`src/rtl/mem_access_ctrl.sv`:
```
// -----------------------------------------------------------------------------
// mem_access_ctrl
//
// MEM-stage sequencer sitting behind the EX/MEM register. It turns a load or
// store into a single req/ready transaction on the variable-latency data
// memory, places store bytes on the right lanes, extracts and sign-extends
// load data, stalls the front of the pipeline while the access is in flight
// and parks the core on a halt instruction.
//
// Ports
//   clock, reset          pipeline clock, asynchronous active-high reset
//   memtoReg, memWrite    EX/MEM load / store qualifiers
//   sb, lh, ld            access size (store: sb=byte else word;
//                         load: ld=word, lh=half, neither=byte)
//   halt                  EX/MEM halt instruction
//   ALUresult             effective byte address
//   readData2             store source data
//   mem_req, mem_we       memory request and write strobe
//   mem_addr              word address (ALUresult[ADDR_W-1:2])
//   mem_be, mem_wdata     byte enables and lane-placed store data
//   mem_ready, mem_rdata  memory completion and read word
//   stall                 freezes PC, IF/ID, ID/EX and EX/MEM
//   loadData              extended load result for MEM/WB
//   misaligned            sticky alignment error flag
//   halted                core parked
// -----------------------------------------------------------------------------
module mem_access_ctrl #(
    parameter int ADDR_W = 32
) (
    input  logic              clock,
    input  logic              reset,
    input  logic              memtoReg,
    input  logic              memWrite,
    input  logic              sb,
    input  logic              lh,
    input  logic              ld,
    input  logic              halt,
    input  logic [ADDR_W-1:0] ALUresult,
    input  logic [31:0]       readData2,
    output logic              mem_req,
    output logic              mem_we,
    output logic [ADDR_W-3:0] mem_addr,
    output logic [3:0]        mem_be,
    output logic [31:0]       mem_wdata,
    input  logic              mem_ready,
    input  logic [31:0]       mem_rdata,
    output logic              stall,
    output logic [31:0]       loadData,
    output logic              misaligned,
    output logic              halted
);

    typedef enum logic [1:0] {IDLE, BUSY, DONE, HALTED} state_t;
    typedef enum logic [1:0] {SZ_BYTE, SZ_HALF, SZ_WORD} size_t;

    state_t state_reg;
    state_t state_next;

    // ------------------------------------------------------------------
    // Decode of the instruction currently held in EX/MEM
    // ------------------------------------------------------------------
    logic        access;
    logic        is_store;
    logic [1:0]  addr_lo;
    size_t       size_now;
    logic        misalign_now;
    logic [3:0]  be_now;
    logic [31:0] wdata_now;

    assign access   = memtoReg | memWrite;
    // A (never decoded) load+store combination behaves as a store.
    assign is_store = memWrite;
    assign addr_lo  = ALUresult[1:0];

    always_comb begin
        size_now = SZ_BYTE;
        if (is_store) begin
            size_now = sb ? SZ_BYTE : SZ_WORD;
        end else if (ld) begin
            size_now = SZ_WORD;
        end else if (lh) begin
            size_now = SZ_HALF;
        end
    end

    always_comb begin
        misalign_now = 1'b0;
        case (size_now)
            SZ_HALF: misalign_now = addr_lo[0];
            SZ_WORD: misalign_now = (addr_lo != 2'b00);
            default: misalign_now = 1'b0;
        endcase
    end

    // Byte enables reflect the access size for loads as well as stores.
    always_comb begin
        be_now = 4'b1111;
        case (size_now)
            SZ_BYTE: be_now = 4'b0001 << addr_lo;
            SZ_HALF: be_now = addr_lo[1] ? 4'b1100 : 4'b0011;
            default: be_now = 4'b1111;
        endcase
    end

    // Byte stores replicate the low byte on every lane; the enables pick one.
    genvar gi;
    generate
        for (gi = 0; gi < 4; gi++) begin : g_wlane
            assign wdata_now[8*gi +: 8] = (is_store && size_now == SZ_BYTE) ?
                                          readData2[7:0] : readData2[8*gi +: 8];
        end
    endgenerate

    // ------------------------------------------------------------------
    // Request fields captured on entry to BUSY so the memory sees stable
    // values for the whole transaction.
    // ------------------------------------------------------------------
    logic              we_reg;
    logic [ADDR_W-3:0] addr_reg;
    logic [3:0]        be_reg;
    logic [31:0]       wdata_reg;
    size_t             size_reg;
    logic [1:0]        lo_reg;
    logic [31:0]       load_data_reg;
    logic              misaligned_reg;

    // ------------------------------------------------------------------
    // Load extraction from the returned word
    // ------------------------------------------------------------------
    logic [7:0]  rd_byte [4];
    logic [31:0] load_ext;

    generate
        for (gi = 0; gi < 4; gi++) begin : g_rlane
            assign rd_byte[gi] = mem_rdata[8*gi +: 8];
        end
    endgenerate

    always_comb begin
        load_ext = mem_rdata;
        case (size_reg)
            SZ_BYTE: load_ext = {{24{rd_byte[lo_reg][7]}}, rd_byte[lo_reg]};
            SZ_HALF: load_ext = lo_reg[1] ?
                                {{16{mem_rdata[31]}}, mem_rdata[31:16]} :
                                {{16{mem_rdata[15]}}, mem_rdata[15:0]};
            default: load_ext = mem_rdata;
        endcase
    end

    // ------------------------------------------------------------------
    // FSM: next state and control
    // ------------------------------------------------------------------
    logic stall_comb;
    logic req_comb;
    logic capture_req;
    logic flag_misalign;
    logic capture_load;

    always_comb begin
        state_next    = state_reg;
        stall_comb    = 1'b0;
        req_comb      = 1'b0;
        capture_req   = 1'b0;
        flag_misalign = 1'b0;
        capture_load  = 1'b0;
        case (state_reg)
            IDLE: begin
                if (access) begin
                    // Both aligned and misaligned accesses hold the pipe for
                    // this cycle; a misaligned one skips memory entirely.
                    stall_comb = 1'b1;
                    if (misalign_now) begin
                        flag_misalign = 1'b1;
                        state_next    = DONE;
                    end else begin
                        capture_req = 1'b1;
                        state_next  = BUSY;
                    end
                end else if (halt) begin
                    state_next = HALTED;
                end
            end
            BUSY: begin
                req_comb   = 1'b1;
                stall_comb = 1'b1;
                if (mem_ready) begin
                    capture_load = ~we_reg;
                    state_next   = DONE;
                end
            end
            DONE: begin
                // EX/MEM advances at the end of this cycle.
                state_next = IDLE;
            end
            HALTED: begin
                stall_comb = 1'b1;
            end
            default: begin
                state_next = IDLE;
            end
        endcase
    end

    always_ff @(posedge clock or posedge reset) begin
        if (reset) begin
            state_reg <= IDLE;
        end else begin
            state_reg <= state_next;
        end
    end

    always_ff @(posedge clock or posedge reset) begin
        if (reset) begin
            we_reg         <= 1'b0;
            addr_reg       <= '0;
            be_reg         <= 4'b0000;
            wdata_reg      <= 32'h0;
            size_reg       <= SZ_BYTE;
            lo_reg         <= 2'b00;
            load_data_reg  <= 32'h0;
            misaligned_reg <= 1'b0;
        end else begin
            if (capture_req) begin
                we_reg    <= is_store;
                addr_reg  <= ALUresult[ADDR_W-1:2];
                be_reg    <= be_now;
                wdata_reg <= wdata_now;
                size_reg  <= size_now;
                lo_reg    <= addr_lo;
            end
            if (flag_misalign) begin
                misaligned_reg <= 1'b1;
                load_data_reg  <= 32'h0;
            end
            if (capture_load) begin
                load_data_reg <= load_ext;
            end
        end
    end

    // ------------------------------------------------------------------
    // Outputs. Gating with reset makes request and stall drop in the very
    // cycle reset is raised, even while EX/MEM still presents an access.
    // ------------------------------------------------------------------
    assign mem_req    = req_comb & ~reset;
    assign mem_we     = req_comb & we_reg & ~reset;
    assign stall      = stall_comb & ~reset;
    assign mem_addr   = addr_reg;
    assign mem_be     = be_reg;
    assign mem_wdata  = wdata_reg;
    assign loadData   = load_data_reg;
    assign misaligned = misaligned_reg;
    assign halted     = (state_reg == HALTED);

endmodule

```
`config.mk`:
```
export PLATFORM = sky130hd
export DESIGN_NAME = mem_access_ctrl
export DESIGN_NICKNAME = d
export VERILOG_FILES = /design/src/rtl/mem_access_ctrl.sv
export SDC_FILE = /design/constraint.sdc
export NUM_CORES = 1
export LEC_CHECK = 0
export CELL_PAD_IN_SITES_DETAIL_PLACEMENT = 0
export CELL_PAD_IN_SITES_GLOBAL_PLACEMENT = 1
export CORE_ASPECT_RATIO = 0.9
export CORE_UTILIZATION = 33
export CTS_CLUSTER_SIZE = 10
export DETAILED_ROUTE_END_ITERATION = 12
export PLACE_DENSITY = 0.81
export SLEW_MARGIN = 10
export SYNTH_ARGS = -nofsm -noshare
export SYNTH_HDL_FRONTEND = slang
export SYNTH_SLANG_ARGS = --single-unit
```
`constraint.sdc`:
```
create_clock -name clock -period 4.7 [get_ports clock]
set_input_delay 1.175 -clock clock [delete_from_list [all_inputs] [get_ports clock]]
set_output_delay 1.175 -clock clock [all_outputs]
set_load 0.05 [all_outputs]
```
==> out/results.md <==
| Stage | Quantity | This run |
| --- | --- | --- |
| timing | Worst Hold Slack | 0.463 ns |
| global route | Pin count of the biggest net entering global routing | 70 |
| drt | Total wire length after detailed routing | 14900 µm |
| job | Max Cap Violations | 0 |
| logic synthesis | Count of flip-flops with a built-in enable after synthesis | 0 |
| drt | Overall via count from detail_route | 4119 |
| cells and area | Area growth from synthesis to layout | 48.9% |
| critical path | Worst Path Class, Setup | in2out |
| floorplanning | Die W | 134 µm |
| placement | Routability cong. | 0.843 |
| timing | Maximum clock skew at final layout | 0.00671 ns |
| drt | Average routed wire per standard cell | 18.0 µm |
| clock network | CTS tree | built |
| timing | Number of pins with negative max-slew slack in the final report | 0 |
| drt | DR DRC count | 0 |
| logic synthesis | Count of state elements after synthesis | 106 |
| timing | Total negative setup slack | 0 ns |
| logic synthesis | Largest cells by area after synthesis | sky130_fd_sc_hd__dfrtp_1 (51%), sky130_fd_sc_hd__mux2_4 (12%), sky130_fd_sc_hd__o2bb2ai_1 (3.7%) |
| cells and area | Inserted Diodes | 0 |
| logic synthesis | Average size of a mapped cell | 12.0 µm² |
| cells and area | Final std cells w/o fill | 827 |
| clock network | Postcts setup bufs | 0 |
| timing | Worst-margin pin slew | 0.865 ns |
| global route | Wire length of the first global-routing pass | 23500 µm |
| placement | HPWL after detailed placement | 10800 µm |
| floorplanning | Die area | 16100 µm² |
| clock network | Clock latency at the later pin of the worst-skew pair | 0.35 ns |
| clock network | Count of clock tree sinks | 106 |
| pwr | Power density over cell area | 796 nW/µm² |
| critical path | Type of origin of the critical path | primary input |
| clock network | Clock-pin slew reported for the worst setup and hold paths after clock tree synthesis | 0.07 ns |
| pwr | Maximum resistive drop on vdd | 0.545 mV |
| timing | Final count of negative-setup-slack endpoints | 0 |
| drt | Drt first-iter violations | 260 |
| floorplanning | Height of the die | 121 µm |
| pwr | Leakage power summed over all cells | 3.30 nW |
| logic synthesis | Synthesized cell area | 5160 µm² |
| timing | Min Tclk post-route | 3.91 ns |
| hold path | Worst hold path type | reg2reg |
| clock network | Resized Gates After CTS | 0 |
| timing | Headroom to the max-slew limit | 0.424 |
| logic synthesis | Synth Instances | 430 |
| critical path | Required time reported for the critical path endpoint | 3.52 ns |
| logic synthesis | Post-synth top area cell | sky130_fd_sc_hd__dfrtp_1 |
| cells and area | Final layout net count | 737 |
| clock network | Buffer levels on the longest clock path | 2 |
| critical path | Capturing element type of the critical path | primary output |
| timing | Final worst path period share | 0.832 |
| global route | Number of antenna violations at the first check in global routing | 1 |
| floorplanning | Number of placement rows | 42 |
| critical path | Top fanout value on the critical path | 3 |
| clock network | H-tree depth | 3 |
| drt | Per-cell via count in the routed design | 4.98 |
| drt | Number of nets still failing antenna checks after routing | 0 |
| logic synthesis | Primary FF master, synth | sky130_fd_sc_hd__dfrtp_1 |
| timing | Final hold vios | 0 |
| status | Status | finished clean |
| cells and area | Count of fill cells added during filler insertion | 1303 |
| critical path | Worst Path Arrival | 2.74 ns |
| placement | Count of buffers from port buffering | 207 |
| timing | Peak clock frequency supported by timing | 256 MHz |
| clock network | Hold bufs inserted after CTS | 0 |
| global route | Global routing usage summed across all routing layers | 0.191 |
| clock network | Buffer cell driving the clock tree root | sky130_fd_sc_hd__clkbuf_16 |
| placement | Placed Instances | 811 |
| floorplanning | Number of top-level pins | 208 |
| logic synthesis | Post-synthesis async set-or-reset flop share | 1.00 |
| logic synthesis | Area share of the largest cell type after synthesis | 0.514 |
| drt | Number of detailed-routing iterations run before antenna repair | 4 |
| clock network | Number of buffers created by CTS | 9 |
| global route | Number of global-route vias before repair | 4190 |
| cells and area | Share of final-layout standard cells stronger than drive strength 1 | 0.135 |
| logic synthesis | YS warnings | 0 |
| floorplanning | Core Area | 15000 µm² |
| global route | Overflow left after global routing | 0 |
| logic synthesis | Sequential-to-total area share from yosys stat | 0.514 |
| logic synthesis | Number of distinct library cell variants in the gate-level netlist after synthesis | 43 |
| floorplanning | Starting density of the core | 0.344 |
| logic synthesis | Net Count, Synth | 543 |
| timing | RSZ-0062 raised after global routing | false |
[kinds of logic (layout without fill, tap and decap cells)]
| kind of cell | count (synthesis) | after routing | synth area share |
|---|---|---|---|
| AOI/OAI and AO/OA | 138 | 138 | 0.196 |
| DFF | 106 | 106 | 0.514 |
| and+or+nand+nor | 93 | 93 | 0.100 |
| muxes | 45 | 45 | 0.127 |
| buffers and inverters | 40 | 239 | 0.0432 |
| adders and majority gates | 8 | 8 | 0.0194 |
[layout by cell type, fill, tap and decap left out, drive strengths merged, types with 4 or more instances in the layout]
cell type / count
mux2: 42
clkdlybuf4s50: 206
a211o: 7
a21oi: 34
o2bb2ai: 32
ha: 8
o21ai: 36
inv: 10
nand2: 31
nor2b: 27
dfrtp: 106
a311oi: 8
o21a: 9
nand3b: 10
clkbuf: 10
and3: 8
buf: 8
a21o: 4
[cell type report]
class                   count  area, µm²  share of cell area
inverters                   9       36.3             0.00473
clock inverters             6       65.1             0.00848
clock buffers              10        239              0.0311
repair buffers            214       2150               0.280
well taps                 198        248              0.0323
flip-flops and latches    106       2650               0.346
multi-input cells         284       2290               0.298
[final timing paths]
kind	to	depth (start not counted)	from	slack, ns
setup / recovery	mem_we	4	reset	0.79
hold / removal	misaligned$_DFFE_PP0P_	1	misaligned$_DFFE_PP0P_	0.46
setup reg to reg	loadData[31]$_DFFE_PP0P_	4	lo_reg[1]$_DFFE_PP0P_	2.40
hold reg to reg	misaligned$_DFFE_PP0P_	1	misaligned$_DFFE_PP0P_	0.46
max in group asynchronous	mem_wdata[19]$_DFFE_PP0P_	3	reset	2.41
min in group asynchronous	mem_addr[19]$_DFFE_PP0P_	2	reset	1.42
[where the power goes]
| group | leakage, nW | total (W) | switching (W) | internal (W) |
|---|---|---|---|---|
| Sequential | 1.31 | 0.00164 | 0.000311 | 0.00133 |
| Combinational | 1.84 | 0.00369 | 0.00226 | 0.00143 |
| Clock | 0.149 | 0.000778 | 0.000349 | 0.000429 |
| Total | 3.30 | 0.00611 | 0.00292 | 0.00320 |
[metrics by stage]
stage / utilization / cell area [µm²] / total power (W) / worst slack [ns]
after floorplan: - / 5160 / 0.00419 / 0.736
after global placement: 0.492 / 7370 / 0.00531 / 0.772
after detailed placement: 0.492 / 7370 / 0.00535 / 0.624
after CTS: 0.513 / 7680 / 0.00617 / 0.775
after global routing: 0.513 / 7680 / 0.00643 / 0.701
final: 0.513 / 7680 / 0.00611 / 0.788
[cell usage after synthesis (all sizes together), types with 2 or more instances]
cell / count
nand2: 31
a21o: 4
a311oi: 8
and3: 8
inv: 9
mux2: 42
nand3: 3
clkbuf: 10
nand2b: 2
dfrtp: 106
nor2: 3
nand3b: 10
nor2b: 27
a31oi: 3
nor3: 3
a21oi: 34
o21ai: 36
a211o: 7
buf: 21
o2bb2ai: 32
o22ai: 2
ha: 8
o21a: 9
mux2i: 3
[per-layer routing]
layer	global-route usage	vias up	wire, µm
met3	0.0797	23	1600
met1	0.239	1960	6270
met5	0	-	12
met4	0.0611	2	246
li1	-	1937	-
met2	0.298	197	6760
[critical path: stages]
cell                              delay (ns)
sky130_fd_sc_hd__clkdlybuf4s50_1        0.47
sky130_fd_sc_hd__nor2b_1                0.16
sky130_fd_sc_hd__and2_1                 0.13
sky130_fd_sc_hd__clkdlybuf4s50_1        0.79
Power figures use the tool's default switching activity.
